$ cat src/rtl/hilo_unit.sv
// hilo_unit: HI/LO register pair for the EX stage.
// Captures MULT products, services MTHI/MTLO, and runs a 32-iteration
// restoring divider for DIV/DIVU. HI/LO only change at an op's completion.
//
// state    | meaning
// ---------+--------------------------------------------------------------
// S_IDLE   | accepting ops; single-cycle ops and divide-by-zero finish here
// S_DIVIDE | restoring divide in flight, one quotient bit per cycle

module hilo_unit (
    input  logic        clk,
    input  logic        rst,
    input  logic        valid,
    input  logic [2:0]  op,
    input  logic [31:0] X,
    input  logic [31:0] Y,
    input  logic [31:0] mul_lo,
    input  logic [31:0] mul_hi,
    output logic [31:0] hi,
    output logic [31:0] lo,
    output logic        busy,
    output logic        done,
    output logic        div_zero
);

    typedef enum logic {
        S_IDLE   = 1'b0,
        S_DIVIDE = 1'b1
    } state_t;

    localparam logic [2:0] OP_MULT = 3'd1;
    localparam logic [2:0] OP_DIV  = 3'd2;
    localparam logic [2:0] OP_DIVU = 3'd3;
    localparam logic [2:0] OP_MTHI = 3'd4;
    localparam logic [2:0] OP_MTLO = 3'd5;

    state_t      state_q;
    logic [31:0] hi_q;
    logic [31:0] lo_q;
    logic        busy_q;
    logic        done_q;
    logic        div_zero_q;
    logic [5:0]  cnt_q;
    logic [32:0] rem_q;
    logic [31:0] quo_q;
    logic [31:0] dvs_q;
    logic        qneg_q;
    logic        rneg_q;

    // Step datapath and operand conditioning
    logic [32:0] rem_shift;
    logic        rem_ge;
    logic [32:0] rem_d;
    logic [31:0] quo_d;
    logic [31:0] quo_fix;
    logic [31:0] rem_fix;
    logic        x_neg;
    logic        y_neg;
    logic [31:0] x_mag;
    logic [31:0] y_mag;

    // One restoring iteration plus the final sign fix, and operand magnitudes
    always_comb begin
        rem_shift = {rem_q[31:0], quo_q[31]};
        // rem_q[32] set would mean the shifted value already exceeds any divisor
        rem_ge    = rem_q[32] | (rem_shift >= {1'b0, dvs_q});
        rem_d     = rem_ge ? (rem_shift - {1'b0, dvs_q}) : rem_shift;
        quo_d     = {quo_q[30:0], rem_ge};
        quo_fix   = qneg_q ? (~quo_d + 32'd1) : quo_d;
        rem_fix   = rneg_q ? (~rem_d[31:0] + 32'd1) : rem_d[31:0];

        x_neg     = (op == OP_DIV) & X[31];
        y_neg     = (op == OP_DIV) & Y[31];
        // 0x80000000 negates to itself, which is the correct unsigned magnitude
        x_mag     = x_neg ? (~X + 32'd1) : X;
        y_mag     = y_neg ? (~Y + 32'd1) : Y;
    end

    // Control FSM with all registered outputs and divider state
    always_ff @(posedge clk) begin
        if (rst) begin
            state_q    <= S_IDLE;
            hi_q       <= 32'd0;
            lo_q       <= 32'd0;
            busy_q     <= 1'b0;
            done_q     <= 1'b0;
            div_zero_q <= 1'b0;
            cnt_q      <= 6'd0;
            rem_q      <= 33'd0;
            quo_q      <= 32'd0;
            dvs_q      <= 32'd0;
            qneg_q     <= 1'b0;
            rneg_q     <= 1'b0;
        end else begin
            done_q     <= 1'b0;
            div_zero_q <= 1'b0;
            case (state_q)
                S_IDLE: begin
                    if (valid && !busy_q) begin
                        case (op)
                            OP_MULT: begin
                                hi_q <= mul_hi;
                                lo_q <= mul_lo;
                            end
                            OP_MTHI: hi_q <= X;
                            OP_MTLO: lo_q <= X;
                            OP_DIV, OP_DIVU: begin
                                if (Y == 32'd0) begin
                                    hi_q       <= X;
                                    lo_q       <= 32'hFFFF_FFFF;
                                    done_q     <= 1'b1;
                                    div_zero_q <= 1'b1;
                                end else begin
                                    quo_q   <= x_mag;
                                    dvs_q   <= y_mag;
                                    rem_q   <= 33'd0;
                                    qneg_q  <= x_neg ^ y_neg;
                                    rneg_q  <= x_neg;
                                    cnt_q   <= 6'd32;
                                    busy_q  <= 1'b1;
                                    state_q <= S_DIVIDE;
                                end
                            end
                            default: ;
                        endcase
                    end
                end
                S_DIVIDE: begin
                    rem_q <= rem_d;
                    quo_q <= quo_d;
                    cnt_q <= cnt_q - 6'd1;
                    if (cnt_q == 6'd1) begin
                        hi_q    <= rem_fix;
                        lo_q    <= quo_fix;
                        done_q  <= 1'b1;
                        busy_q  <= 1'b0;
                        state_q <= S_IDLE;
                    end
                end
                default: state_q <= S_IDLE;
            endcase
        end
    end

    assign hi       = hi_q;
    assign lo       = lo_q;
    assign busy     = busy_q;
    assign done     = done_q;
    assign div_zero = div_zero_q;

endmodule

$ cat config.mk
export PLATFORM = sky130hd
export DESIGN_NAME = hilo_unit
export DESIGN_NICKNAME = d
export VERILOG_FILES = /design/src/rtl/hilo_unit.sv
export SDC_FILE = /design/constraint.sdc
export NUM_CORES = 1
export LEC_CHECK = 0
export CAP_MARGIN = 20
export CORE_AREA = 2 2 157 159
export CTS_CLUSTER_DIAMETER = 100
export DETAILED_ROUTE_END_ITERATION = 16
export DIE_AREA = 0 0 159 161
export PLACE_DENSITY = 0.81
export SYNTH_ARGS = -nofsm -noshare
export SYNTH_HDL_FRONTEND = slang
export SYNTH_SLANG_ARGS = --single-unit
$ cat constraint.sdc
create_clock -name clk -period 8.8 [get_ports clk]
set_clock_uncertainty 0.2 [all_clocks]
set_input_delay 1.76 -clock clk [delete_from_list [all_inputs] [get_ports clk]]
set_output_delay 1.76 -clock clk [all_outputs]
set_load 0.02 [all_outputs]
Yosys cells after proc, flatten, opt, wreduce, memory -nomap -nowiden
Index checks and enable logic that the tools add are counted.
{ "op_classes": {"n_addsub": 6, "magnitude_cmp": 1, "n_eq_ne": 13, "muxes": 42, "bitwise": 10, "reduce_logical": 10} }
{ "ops": {"columns": ["op", "n"], "rows": [
  ["$mux 32", 13],
  ["$pmux 32 s2", 3],
  ["$pmux 32 s3", 2],
  ["$mux 33", 4],
  ["$add 32x1->32 const B", 4],
  ["$not 32->32", 4],
  ["$pmux 33 s2", 1],
  ["$ge 33x32->1", 1],
  ["$sub 33x32->33", 1],
  ["$logic_not 32->1", 1],
  ["$mux 6", 3],
  ["$reduce_and 4->1", 4],
  ["$mux 1", 12],
  ["$pmux 6 s2", 1],
  ["$ne 4x1->1 const B", 2],
  ["$eq 3x2->1 const B", 2],
  ["$eq 3x3->1 const B", 2],
  ["$eq 6x1->1 const B", 1],
  ["$pmux 1 s2", 3],
  ["$sub 6x1->6 const B", 1],
  ["$ne 2x1->1 const B", 2],
  ["$ne 2x2->1 const B", 2],
  ["$reduce_or 2->1", 2],
  ["$eq 3x1->1 const B", 1],
  ["other kinds (8)", 10]
]} }
{ "totals": {"reg_bits": 173, "input_bits": 134, "word_cells": 94} }

Logic depth before layout (Yosys ltp)
{ "depth": {"depth_word": 8, "depth_mapped": 24, "depth_no_buf": 19} }

Worst setup path before layout
Ideal clock, no wire load.
{ "synth_path": {"path_kind": "input -> register", "startpoint": "input port Y[18]", "endpoint": "register hi_q[29], in the netlist hi[29]", "setup_time_ps": 144, "t_arrival_ps": 4572, "required_ps": 8456, "setup_slack_ps": 3884, "path_stages": 10, "n_path_buf": 0, "path_cell_list": "or4_1 -> nor4_2 -> nand4_1 -> or4_1 -> or3_1 -> and2_4 -> o21bai_2 -> o21ai_1 -> a2111oi_0 -> a2111oi_2"} }
{ "synth_via": {"elab_chain_cells": 3} }
{ "synth_lines": {"columns": ["element", "line_no", "rtl"], "rows": [
  ["start, declared", "16", "input logic [31:0] Y,"],
  ["$logic_not 32->1", "108", "if (Y == 32'd0) begin"],
  ["$ne 3x3->1 (no source line)", null, null],
  ["$reduce_and 4->1 (no source line)", null, null],
  ["end signal, assigned", "102", "hi_q <= mul_hi;"],
  ["end signal, assigned", "133", "hi_q <= rem_fix;"],
  ["end, declared", "38", "logic [31:0] hi_q;"]
]} }
No other way between the ends.
A chain may end at the register's enable or synchronous reset.

Final worst setup path
{ "layout_path": {"startpoint": "register rem_q[19]", "endpoint": "register lo_q[26], in the netlist lo[26]"} }
{ "layout_via": {"elab_chain_cells": 7} }
{ "layout_lines": {"columns": ["element", "line_no", "rtl"], "rows": [
  ["start, declared", "44", "logic [32:0] rem_q;"],
  ["start signal, assigned", "129", "rem_q <= rem_d;"],
  ["$ge 33x32->1", "66", "rem_ge = rem_q[32] | (rem_shift >= {1'b0, dvs_q});"],
  ["$or 1x1->1", "66", null],
  ["$not 32->32", "69", "quo_fix = qneg_q ? (~quo_d + 32'd1) : quo_d;"],
  ["$add 32x1->32", "69", null],
  ["$mux 32", "69", null],
  ["$mux 32", "132", "if (cnt_q == 6'd1) begin"],
  ["$pmux 32 s2", "97", "case (state_q)"],
  ["end signal, assigned", "103", "lo_q <= mul_lo;"],
  ["end signal, assigned", "134", "lo_q <= quo_fix;"],
  ["end, declared", "39", "logic [31:0] lo_q;"]
]} }
No other way between the ends. The select of a mux whose other input is x is not followed.

==> metrics.log <==
INFO  metric netlist_area_before_placement = ~13000 um2
INFO  metric die_x = 159 um
INFO  metric worst_setup_hold_path_clk_slew = around 0.07 ns
INFO  metric synth_cell_type_count = a little over 80
INFO  metric cp.arrival = 5.94 ns
INFO  metric gp_congestion = 0.953
INFO  metric syn_nets = 2005
INFO  metric tritoncts.num_buffers = 17
INFO  metric post-synth-top-area-fraction = around a quarter
INFO  metric final_count_of_hold_timing_violations = 0
INFO  metric ctsHoldBuffers = 0
INFO  metric cell_type_contributing_the_most_total_cell_area_after_synthesis = sky130_fd_sc_hd__dfxtp_1
INFO  metric layout.cells.most_common = sky130_fd_sc_hd__nor2_1
INFO  metric antenna_found_initial = 0
INFO  metric numPortBuffers = 200
INFO  metric cts.sinks = roughly 170
INFO  metric worstMarginPinSlew = 1.15 ns
INFO  metric first_iter_violations = ~1.4k
INFO  metric fmaxAchievable = 172 MHz
INFO  metric ff2ff_path_depth = 18
INFO  metric ant_nets = 0
INFO  metric min_path_cells = 2
INFO  metric crit_slowest_cell = sky130_fd_sc_hd__o211a_1
INFO  metric grt_first_pass_wirelength = approximately 72000 um
INFO  metric core_area = approximately 24000 um2
INFO  metric series_of_cell_instances_along_the_critical_path = ha_1 > a21oi_1 > o211ai_1 > a21oi_1 > o211a_1 > nand2_8 > inv_4 > ha_1 > nand2_1 > or3_1 > nand2b_1 > or2_2 > nand2b_1 > nand2_1 > xor2_1 > a211oi_1 > a21oi_1 > nor2_1
INFO  metric via_count = about 14k
INFO  metric pwr_density_cell = roughly 380 nW/um2
INFO  metric synth_flop_cell = sky130_fd_sc_hd__dfxtp_1
INFO  metric num-fill-cells = 2216
INFO  metric synth_seq_area_share = a little over a quarter
INFO  metric routed_wire_length_per_instance = approximately 20 um
INFO  metric gr-total-overflow = 0
INFO  metric hold_path.class = flip-flop to flip-flop
INFO  metric multi_input_comb_area = 8830 um2
INFO  metric dp.final_hpwl = about 34000 um
INFO  metric rsz_0062_raised_after_global_routing = no
INFO  metric timing.critical_path.from_type = flip-flop
INFO  metric clock_tree.root_cell = sky130_fd_sc_hd__clkbuf_16
INFO  metric crit_top_cell = sky130_fd_sc_hd__a21oi_1
INFO  metric synthCells = between 1.5k and 2k
INFO  metric post-cts-setup-buffers = 0
INFO  metric global_routing_usage_summed_across_all_routing_layers = approximately a third
INFO  metric drc_violation_count_after_routing = 0
INFO  metric clock_insertion_delay_at_the_later_pin_of_the_skew_report = 0.44 ns
INFO  metric slew-limit-headroom = 23.5%
INFO  metric die_area = about 26000 um2
INFO  metric first_global_vias = roughly 13k
INFO  metric final_net_count = 2113
INFO  metric finalNonFillerCells = between 2k and 2.5k
INFO  metric wirelength = 45500 um
INFO  metric boundaryPins = 201
INFO  metric ctsResizeCount = 0
INFO  metric postSynthAreaPerCell = a little over 7 um2
INFO  metric synth_top_cells_by_area = sky130_fd_sc_hd__dfxtp_1, sky130_fd_sc_hd__nor2_1, sky130_fd_sc_hd__a21oi_1
INFO  metric initial_core_util = a little over half
INFO  metric fin_tns_setup = 0 ns
INFO  metric core.rowCount = between 50 and 60
INFO  metric grt_max_degree = 98
INFO  metric register_area = approximately 3500 um2
INFO  metric post_synth_edffs = 0
INFO  metric worst-setup-path-type = flip-flop to flip-flop
INFO  metric max_cap_violations = 0
INFO  metric place_inst = roughly 2.2k
INFO  metric drive_above_1_share = ~4.6%
INFO  metric worst_path_required = 8.91 ns
INFO  metric power_leakage = around 0.0058 uW
INFO  metric ctsHtreeMaxLevel = 4
INFO  metric postSynthRegisterBits = between 150 and 200
INFO  metric dieHeight = between 150 and 200 um
INFO  metric placement.setup.worst_slack = 2.21 ns
INFO  metric cts.path.max_buffers = 2
INFO  metric postSynth.asyncResetShare = 0%
INFO  metric layout_common_cells = sky130_fd_sc_hd__nor2_1, sky130_fd_sc_hd__nand2_1, sky130_fd_sc_hd__clkdlybuf4s50_1
INFO  metric layout-area-overhead-vs-synth = 19.7%
INFO  metric fin_crit_sh = 66.2%
INFO  metric setup_slack = roughly 3 ns
INFO  metric finalSetupViolations = 0
INFO  metric drt-pass1-iter-count = 9
INFO  metric finalCriticalPeriod = between 5 and 6 ns
INFO  metric ir_drop = 0.304 mV
INFO  metric final_max_slew_viol_count = 0
INFO  metric cp_max_fo = 46
INFO  metric r2r_setup_slk = 2.97 ns
INFO  metric run_status = complete, no violations
INFO  metric worst_path_largest_cell_delay = 0.57 ns
INFO  metric tritoncts = done
INFO  metric worstSetupEndpointType = flip-flop
INFO  metric drt-vias-per-instance = just over 6
INFO  metric synth_warnings = 0
INFO  metric num_antenna_cells = 0
==> per-stage QoR <==
| step | utilization, % | cell area (um2) | power (uW) | hold slack (ns) |
|---|---|---|---|---|
| final | 65.1 | 15600 | 5940 | 0.255 |
| after global routing | 65.1 | 15600 | 6310 | 0.272 |
| after CTS | 65.0 | 15600 | 5860 | 0.258 |
| after detailed placement | 62.7 | 15000 | 5120 | 0.248 |
| after global placement | 62.7 | 15000 | 5080 | 0.242 |
| after floorplan | - | 13000 | 4140 | 0.232 |
==> registers in the layout, indices dropped and copies added, names as in the netlist <==
name      cells
rneg_q        1
busy          1
state_q       1
qneg_q        1
lo           32
dvs_q        32
rem_q        33
hi           32
cnt_q         6
div_zero      1
quo_q        32
done          1
==> logic make-up (layout without fill, tap and decap cells) <==
group                      after synthesis  after routing  synth area share [%]
AOI/OAI and AO/OA                      568            568                  28.0
DFF                                    173            173                  26.6
and+or+nand+nor                        703            703                  24.6
adders and majority gates               39             39                  3.80
buffers and inverters                  187            308                  5.77
xor gates and xnor gates               136            136                  9.14
muxes                                   26             26                  2.06
==> per-layer routing <==
metal  global-route usage [%]  wire length, um  vias up
met5                        0                0        -
met4                     17.4             2180        0
met3                     5.21             3550      136
met2                     57.9            21300      703
met1                     43.8            18400     6587
li1                         -                -     6774
==> layout make-up <==
cell class	instances	area share, %
flip-flops and latches	173	22.2
inverters	64	1.56
clock buffers	18	2.75
clock inverters	14	0.714
repair buffers	212	13.5
multi-input cells	1472	56.6
well taps	324	2.60
==> worst max-delay path, delay by kind of cell (launching register included) <==
kind	cells	cell delay, ns
AOI/OAI and AO/OA	6	1.78
xor gates and xnor gates	1	0.37
DFF	1	0.35
and+or+nand+nor	8	1.80
buffers and inverters	1	0.50
adders and majority gates	2	0.69
==> final timing paths <==
check	from	endpoint
worst max-delay path	rem_q[19]	lo[26]
worst min-delay path	dvs_q[31]	dvs_q[31]
worst max register to register	rem_q[19]	lo[26]
worst min register to register	dvs_q[31]	dvs_q[31]
==> Yosys cell counts (7+ instances only) <==
cell type,number
sky130_fd_sc_hd__inv_1,63
sky130_fd_sc_hd__buf_2,20
sky130_fd_sc_hd__nor3b_1,8
sky130_fd_sc_hd__o41ai_1,9
sky130_fd_sc_hd__o21ai_0,96
sky130_fd_sc_hd__nand2b_1,15
sky130_fd_sc_hd__ha_1,38
sky130_fd_sc_hd__xnor2_1,59
sky130_fd_sc_hd__nor2_1,295
sky130_fd_sc_hd__nand3_1,15
sky130_fd_sc_hd__a21oi_1,197
sky130_fd_sc_hd__xor2_1,77
sky130_fd_sc_hd__a221oi_1,7
sky130_fd_sc_hd__and3_1,13
sky130_fd_sc_hd__or4_1,9
sky130_fd_sc_hd__o211ai_1,28
sky130_fd_sc_hd__o31ai_1,23
sky130_fd_sc_hd__nand2_1,203
sky130_fd_sc_hd__nor3_1,51
sky130_fd_sc_hd__o21ai_1,17
sky130_fd_sc_hd__nor4_1,16
sky130_fd_sc_hd__a31oi_1,14
sky130_fd_sc_hd__o21a_1,10
sky130_fd_sc_hd__clkbuf_1,93
sky130_fd_sc_hd__mux2i_1,23
sky130_fd_sc_hd__and2_1,7
sky130_fd_sc_hd__a311oi_1,7
sky130_fd_sc_hd__a211oi_1,60
sky130_fd_sc_hd__a22oi_1,13
sky130_fd_sc_hd__nand4_1,17
sky130_fd_sc_hd__a2111oi_0,23
sky130_fd_sc_hd__dfxtp_1,173
sky130_fd_sc_hd__or2_2,9
sky130_fd_sc_hd__or3_1,19
==> report_power, final <==
part           switching [uW]  internal, uW
logic                    2760          1500
clock network             356           367
registers                93.3           863
total                    3210          2730
Note: power is estimated with default switching activity, not from simulation.
